$ cat src/rtl/imem_loader.sv
// imem_loader: fills instruction memory from a byte stream, holds the CPU in reset until the image is in.
// Latency: load_start -> HDR_LO next cycle; 2 header bytes; then 4 byte accepts + 1 write cycle per word (1 + 2 + 5N to DONE).
// Backpressure: byte_ready is decoded from state only (high in HDR_LO/HDR_HI/DATA); bytes offered at other times are not consumed.
//
// Ports:
//   clk         rising-edge system clock
//   reset       asynchronous active-low reset
//   load_start  one-cycle request to begin a load (honoured in IDLE, DONE, ERROR)
//   byte_valid  byte_data carries a stream byte
//   byte_data   stream byte: 16-bit word count N (LSB first), then N little-endian 32-bit words
//   byte_ready  loader accepts a byte on this cycle's rising edge if byte_valid is high
//   imem_we     one-cycle instruction memory write strobe
//   imem_addr   word address, held between writes
//   imem_wdata  instruction word, held between writes
//   cpu_hold    active-high reset to the CPU core, low only once the image is complete
//   load_done   image loaded, core released
//   load_error  header word count was 0 or larger than DEPTH, core kept in reset
module imem_loader #(
  parameter int DEPTH  = 1024,
  parameter int ADDR_W = $clog2(DEPTH)
) (
  input  logic              clk,
  input  logic              reset,
  input  logic              load_start,
  input  logic              byte_valid,
  input  logic [7:0]        byte_data,
  output logic              byte_ready,
  output logic              imem_we,
  output logic [ADDR_W-1:0] imem_addr,
  output logic [31:0]       imem_wdata,
  output logic              cpu_hold,
  output logic              load_done,
  output logic              load_error
);

  typedef enum logic [2:0] {
    S_IDLE,
    S_HDR_LO,
    S_HDR_HI,
    S_DATA,
    S_WRITE,
    S_DONE,
    S_ERROR
  } state_t;

  state_t            state_q, state_d;
  logic [15:0]       n_q, n_d;               // word count from the header
  logic [ADDR_W:0]   word_idx_q, word_idx_d; // one spare bit so a count of DEPTH never wraps
  logic [1:0]        byte_idx_q, byte_idx_d;
  logic [23:0]       asm_q, asm_d;           // first three bytes of the word in flight
  logic [ADDR_W-1:0] addr_q, addr_d;
  logic [31:0]       wdata_q, wdata_d;

  logic        accept;
  logic [15:0] n_hdr;
  logic        hdr_bad;
  logic        last_word;

  // byte_ready depends only on the state register, so there is no path
  // from byte_valid back to byte_ready.
  assign byte_ready = (state_q == S_HDR_LO) || (state_q == S_HDR_HI) || (state_q == S_DATA);
  assign accept     = byte_valid && byte_ready;

  // Full count as it will be once the high header byte lands this cycle.
  assign n_hdr   = {byte_data, n_q[7:0]};
  assign hdr_bad = (n_hdr == 16'd0) || ({1'b0, n_hdr} > 17'(DEPTH));

  // Compared at 32 bits so the zero-extension of word_idx is explicit;
  // n_q is never 0 here because a zero header goes to ERROR.
  assign last_word = (32'(word_idx_q) == (32'(n_q) - 32'd1));

  always_comb begin
    state_d    = state_q;
    n_d        = n_q;
    word_idx_d = word_idx_q;
    byte_idx_d = byte_idx_q;
    asm_d      = asm_q;
    addr_d     = addr_q;
    wdata_d    = wdata_q;

    case (state_q)
      S_IDLE: begin
        if (load_start) begin
          state_d = S_HDR_LO;
        end
      end

      S_HDR_LO: begin
        if (accept) begin
          n_d[7:0] = byte_data;
          state_d  = S_HDR_HI;
        end
      end

      S_HDR_HI: begin
        if (accept) begin
          n_d = n_hdr;
          if (hdr_bad) begin
            state_d = S_ERROR;
          end else begin
            word_idx_d = '0;
            byte_idx_d = 2'd0;
            state_d    = S_DATA;
          end
        end
      end

      S_DATA: begin
        if (accept) begin
          byte_idx_d = byte_idx_q + 2'd1;
          if (byte_idx_q == 2'd3) begin
            // Address and data are captured here so they are already
            // stable for the whole WRITE cycle and then simply hold.
            addr_d  = word_idx_q[ADDR_W-1:0];
            wdata_d = {byte_data, asm_q};
            state_d = S_WRITE;
          end else begin
            // Bytes arrive LSB first, so shifting in from the top leaves
            // byte 0 in asm_q[7:0] after three bytes.
            asm_d = {byte_data, asm_q[23:8]};
          end
        end
      end

      S_WRITE: begin
        byte_idx_d = 2'd0;
        if (last_word) begin
          state_d = S_DONE;
        end else begin
          word_idx_d = word_idx_q + (ADDR_W+1)'(1);
          state_d    = S_DATA;
        end
      end

      S_DONE: begin
        if (load_start) begin
          state_d = S_HDR_LO;
        end
      end

      S_ERROR: begin
        if (load_start) begin
          state_d = S_HDR_LO;
        end
      end

      default: begin
        state_d = S_IDLE;
      end
    endcase
  end

  always_ff @(posedge clk or negedge reset) begin
    if (!reset) begin
      state_q    <= S_IDLE;
      n_q        <= 16'd0;
      word_idx_q <= '0;
      byte_idx_q <= 2'd0;
      asm_q      <= 24'd0;
      addr_q     <= '0;
      wdata_q    <= 32'd0;
    end else begin
      state_q    <= state_d;
      n_q        <= n_d;
      word_idx_q <= word_idx_d;
      byte_idx_q <= byte_idx_d;
      asm_q      <= asm_d;
      addr_q     <= addr_d;
      wdata_q    <= wdata_d;
    end
  end

  // Status outputs are pure decodes of the state register; reset forces
  // IDLE, which gives cpu_hold=1 and everything else 0 without a clock.
  assign imem_we    = (state_q == S_WRITE);
  assign imem_addr  = addr_q;
  assign imem_wdata = wdata_q;
  assign cpu_hold   = (state_q != S_DONE);
  assign load_done  = (state_q == S_DONE);
  assign load_error = (state_q == S_ERROR);

endmodule

$ cat config.mk
export PLATFORM = sky130hd
export DESIGN_NAME = imem_loader
export DESIGN_NICKNAME = d
export VERILOG_FILES = /design/src/rtl/imem_loader.sv
export SDC_FILE = /design/constraint.sdc
export NUM_CORES = 1
export LEC_CHECK = 0
export ABC_AREA = 1
export BUFFER_PORTS_ARGS = -buffer_cell sky130_fd_sc_hd__buf_2
export CORE_MARGIN = 2
export CORE_UTILIZATION = 50
export CTS_BUF_LIST = sky130_fd_sc_hd__clkbuf_8
export DETAILED_ROUTE_END_ITERATION = 8
export GPL_ROUTABILITY_DRIVEN = 0
export PLACE_DENSITY_LB_ADDON = 0.08
export SETUP_SLACK_MARGIN = 0.02
export SLEW_MARGIN = 20
export SYNTH_ARGS = -nofsm -noshare
export SYNTH_HDL_FRONTEND = slang
export SYNTH_SLANG_ARGS = --single-unit
$ cat constraint.sdc
create_clock -name clk -period 4.85 [get_ports clk]
set_input_delay 0 -clock clk [delete_from_list [all_inputs] [get_ports clk]]
set_output_delay 0 -clock clk [all_outputs]
set_load 0.01 [all_outputs]
==> out/results.txt <==
Die Span X: 101 um
Hold WS: 0.0245 ns
Avg WL per Cell: 13.2 um
Syn-to-layout area delta: 13.3%
Max Slew Vio Count: 0
Lkg Pwr: 2.79 nW
Clock Skews: 0.0107 ns
Clock slew at reported path FFs: 0.10 ns
Die ar.: 10,200 um2
H-tree Lvls: 3
Ratio of cells with drive above 1 in the final layout: 15.7%
TritonCTS Buffers: 9
DRC violations left: 0
Synth Register Bits: 98
EDFF count, synth: 0
Syn_nets: 600
NumNets Final: 660
CP Capture Point: imem_wdata[2]$_DFFE_PN0P_
Setup Buffers After CTS: 0
Grt ovf: 0
Post-DP HPWL: 7200 um
Fin area: 5340 um2
Area contributors post-synth: dfrtp_1 (52%), nand2_1 (15%), o21ai_0 (8.5%), inv_1 (5.4%), nor2_1 (3.7%)
Startpoint Class: flip-flop
Power Total: 0.00252 W
Final setup violation count: 0
Worst r2r dst: imem_wdata[2]$_DFFE_PN0P_
Setup CP Type: reg -> reg
Antenna viol nets, final: 0
Core area: 9200 um2
Setup crit start: state_q[1]$_DFFE_PN0P_
Number of global-route vias before repair: 3,574
CTS Sinks: 98
Kind of end point of the critical path: flip-flop
Synth unique cells: 29
R2R Setup Slk: 2.37 ns
WP data arrival: 2.73 ns
# diodes: 0
Minimum period implied by the final worst setup slack: 2.48 ns
Ys Warns: 0
Detailed Route WL: 10,000 um
Fillcell total: 895
Post-synthesis sequential area ratio: 52.1%
Final TNS setup: 0 ns
Root buffer cell: clkbuf_8
Status: finished, final reports clean
Clock insertion delay at the later pin of the skew report: 0.37 ns
Synth Area per Inst: 8.05 um2
Crit Path Max Fanout: 41
Die Ht: 101 um
Syn Std Cell Area: 4710 um2
Hold Crit Depth: 3
Final Worst Setup Slack: 2.37 ns
Power Density: 473 nW/um2
Floorplan row count: 35
Boundary Pins: 59
Fmax: 0.404 GHz
Post-synth ARST share: 100%
PortBufs: 58
Antenna violations before repair: 0
Via count: 3,830
Post-synth top flop: dfrtp_1
Detailed Routing Iterations Pass 1: 4
First-pass GRT wire length: 17,200 um
Tightest Hold Check Type: in -> reg
Max_cap viols: 0
First DRT Iteration DRCs: 203
GR Util All Layers: 21.1%
IR drop worst, VDD: 0.000264 V
Largest net degree at the start of global routing: 63
Fin crit share: 51.1%
Clk buf depth: 2
Relative max-transition margin: 48.2%
Reg2reg start: state_q[1]$_DFFE_PN0P_
RSZ-0062 raised after global routing: no
Placed cell area: 5070 um2
Initial Utilization: 51.2%
Commonest non-fill, non-tap cells in the layout: nand2_1 (182), dfrtp_1 (98), o21ai_0 (80), inv_1 (68), buf_2 (57)
Data required, critical path: 5.10 ns
Place WS: 2.43 ns
Slew @ Worst Pin: 0.776 ns
Worst reg2reg path depth: 5
Synth top area share: 52.1%
Post-Synthesis Cells: 585
Hold Vio Cnt, Final: 0
CTS tree: built
Via/cell ratio: 5.04
Commonest non-fill, non-tap cell in the layout: nand2_1
Yosys top cell by area: dfrtp_1
critical path, cell delays in order, from the launching register on:
cell	delay (ns)
dfrtp_1	0.44
nand2_1	0.11
nor2_1	0.31
nand3_2	0.68
buf_4	0.51
mux2_2	0.30
per-layer routing:
metal	wire length, um	share of wire (%)	GRT usage, %	vias up
met5	0	0	0	-
met4	120	1.2	7.17	0
met3	335	3.3	2.64	10
met2	4590	46	33.0	66
met1	4960	50	30.6	1792
li1	-	-	-	1962
layout make-up:
type                       count  area, um2  share of cell area [%]
inverter                      69        259                    4.85
clock inverter                 6       55.1                    1.03
multi-input combinational    397       1900                    35.6
sequential                    98       2450                    46.0
tap                          111        139                    2.60
clock buffer                   9        124                    2.32
timing repair buffer          70        405                    7.60
power breakdown:
part           leakage (nW)  internal, W  total, W  switching, W
combinational          1.38     0.000300  0.000868      0.000567
sequential             1.32     0.000995   0.00115      0.000156
clock                0.0934     0.000197  0.000504      0.000307
total                  2.79      0.00149   0.00252       0.00103
synth_stat cells (2+ instances only):
| cell type | count |
|---|---|
| nand2_1 | 182 |
| dfrtp_1 | 98 |
| o21ai_0 | 80 |
| inv_1 | 68 |
| nor2_1 | 46 |
| nand3_1 | 20 |
| clkbuf_1 | 15 |
| nand4_1 | 15 |
| xor2_1 | 9 |
| mux2_2 | 8 |
| nor2_2 | 6 |
| nand2_2 | 4 |
| nor3_1 | 4 |
| xnor2_1 | 4 |
| a21oi_1 | 3 |
| buf_2 | 3 |
| ha_1 | 3 |
| nor2_4 | 3 |
| buf_6 | 2 |
| nand3_2 | 2 |
| nand3b_1 | 2 |
flip-flops by register name, summed over array words and instances (netlist names):
name        flops
imem_wdata     32
state_q         3
imem_addr      10
word_idx_q     11
n_q            16
byte_idx_q      2
asm_q          24
how the worst min path moves through the flow:
stage / startpoint / end / slack (ns)
after floorplan: reset / asm_q[0]$_DFFE_PN0P_ / -0.30
after global placement: reset / asm_q[0]$_DFFE_PN0P_ / -0.02
after detailed placement: reset / asm_q[0]$_DFFE_PN0P_ / -0.01
after CTS: byte_data[3] / asm_q[19]$_DFFE_PN0P_ / 0.007
after global routing: byte_data[2] / n_q[10]$_DFFE_PN0P_ / 0.04
final: byte_data[2] / n_q[2]$_DFFE_PN0P_ / 0.02
through the flow:
stage               instances  util [%]
floorplan                 585         -
global placement          736      55.1
detailed placement        736      55.1
CTS                       760      58.0
global route              760      58.0
finish                    760      58.0
kinds of logic after synthesis:
logic type / count (synthesis) / share of synthesized area [%]
flip-flops: 98 / 52.1
buffers and inverters: 90 / 7.65
multiplexers: 8 / 1.91
AND/OR/NAND/NOR: 286 / 25.8
AO/OA/AOI/OAI: 87 / 9.38
adder cells (fa/ha/maj): 3 / 0.797
XOR/XNOR: 13 / 2.42
what timing repair did:
item,4_1_cts,5_1_grt
hold buffers,9,0
gates resized for setup,0,0
hold endpoints to repair,56,0
Note: power is estimated with default switching activity, not from simulation.
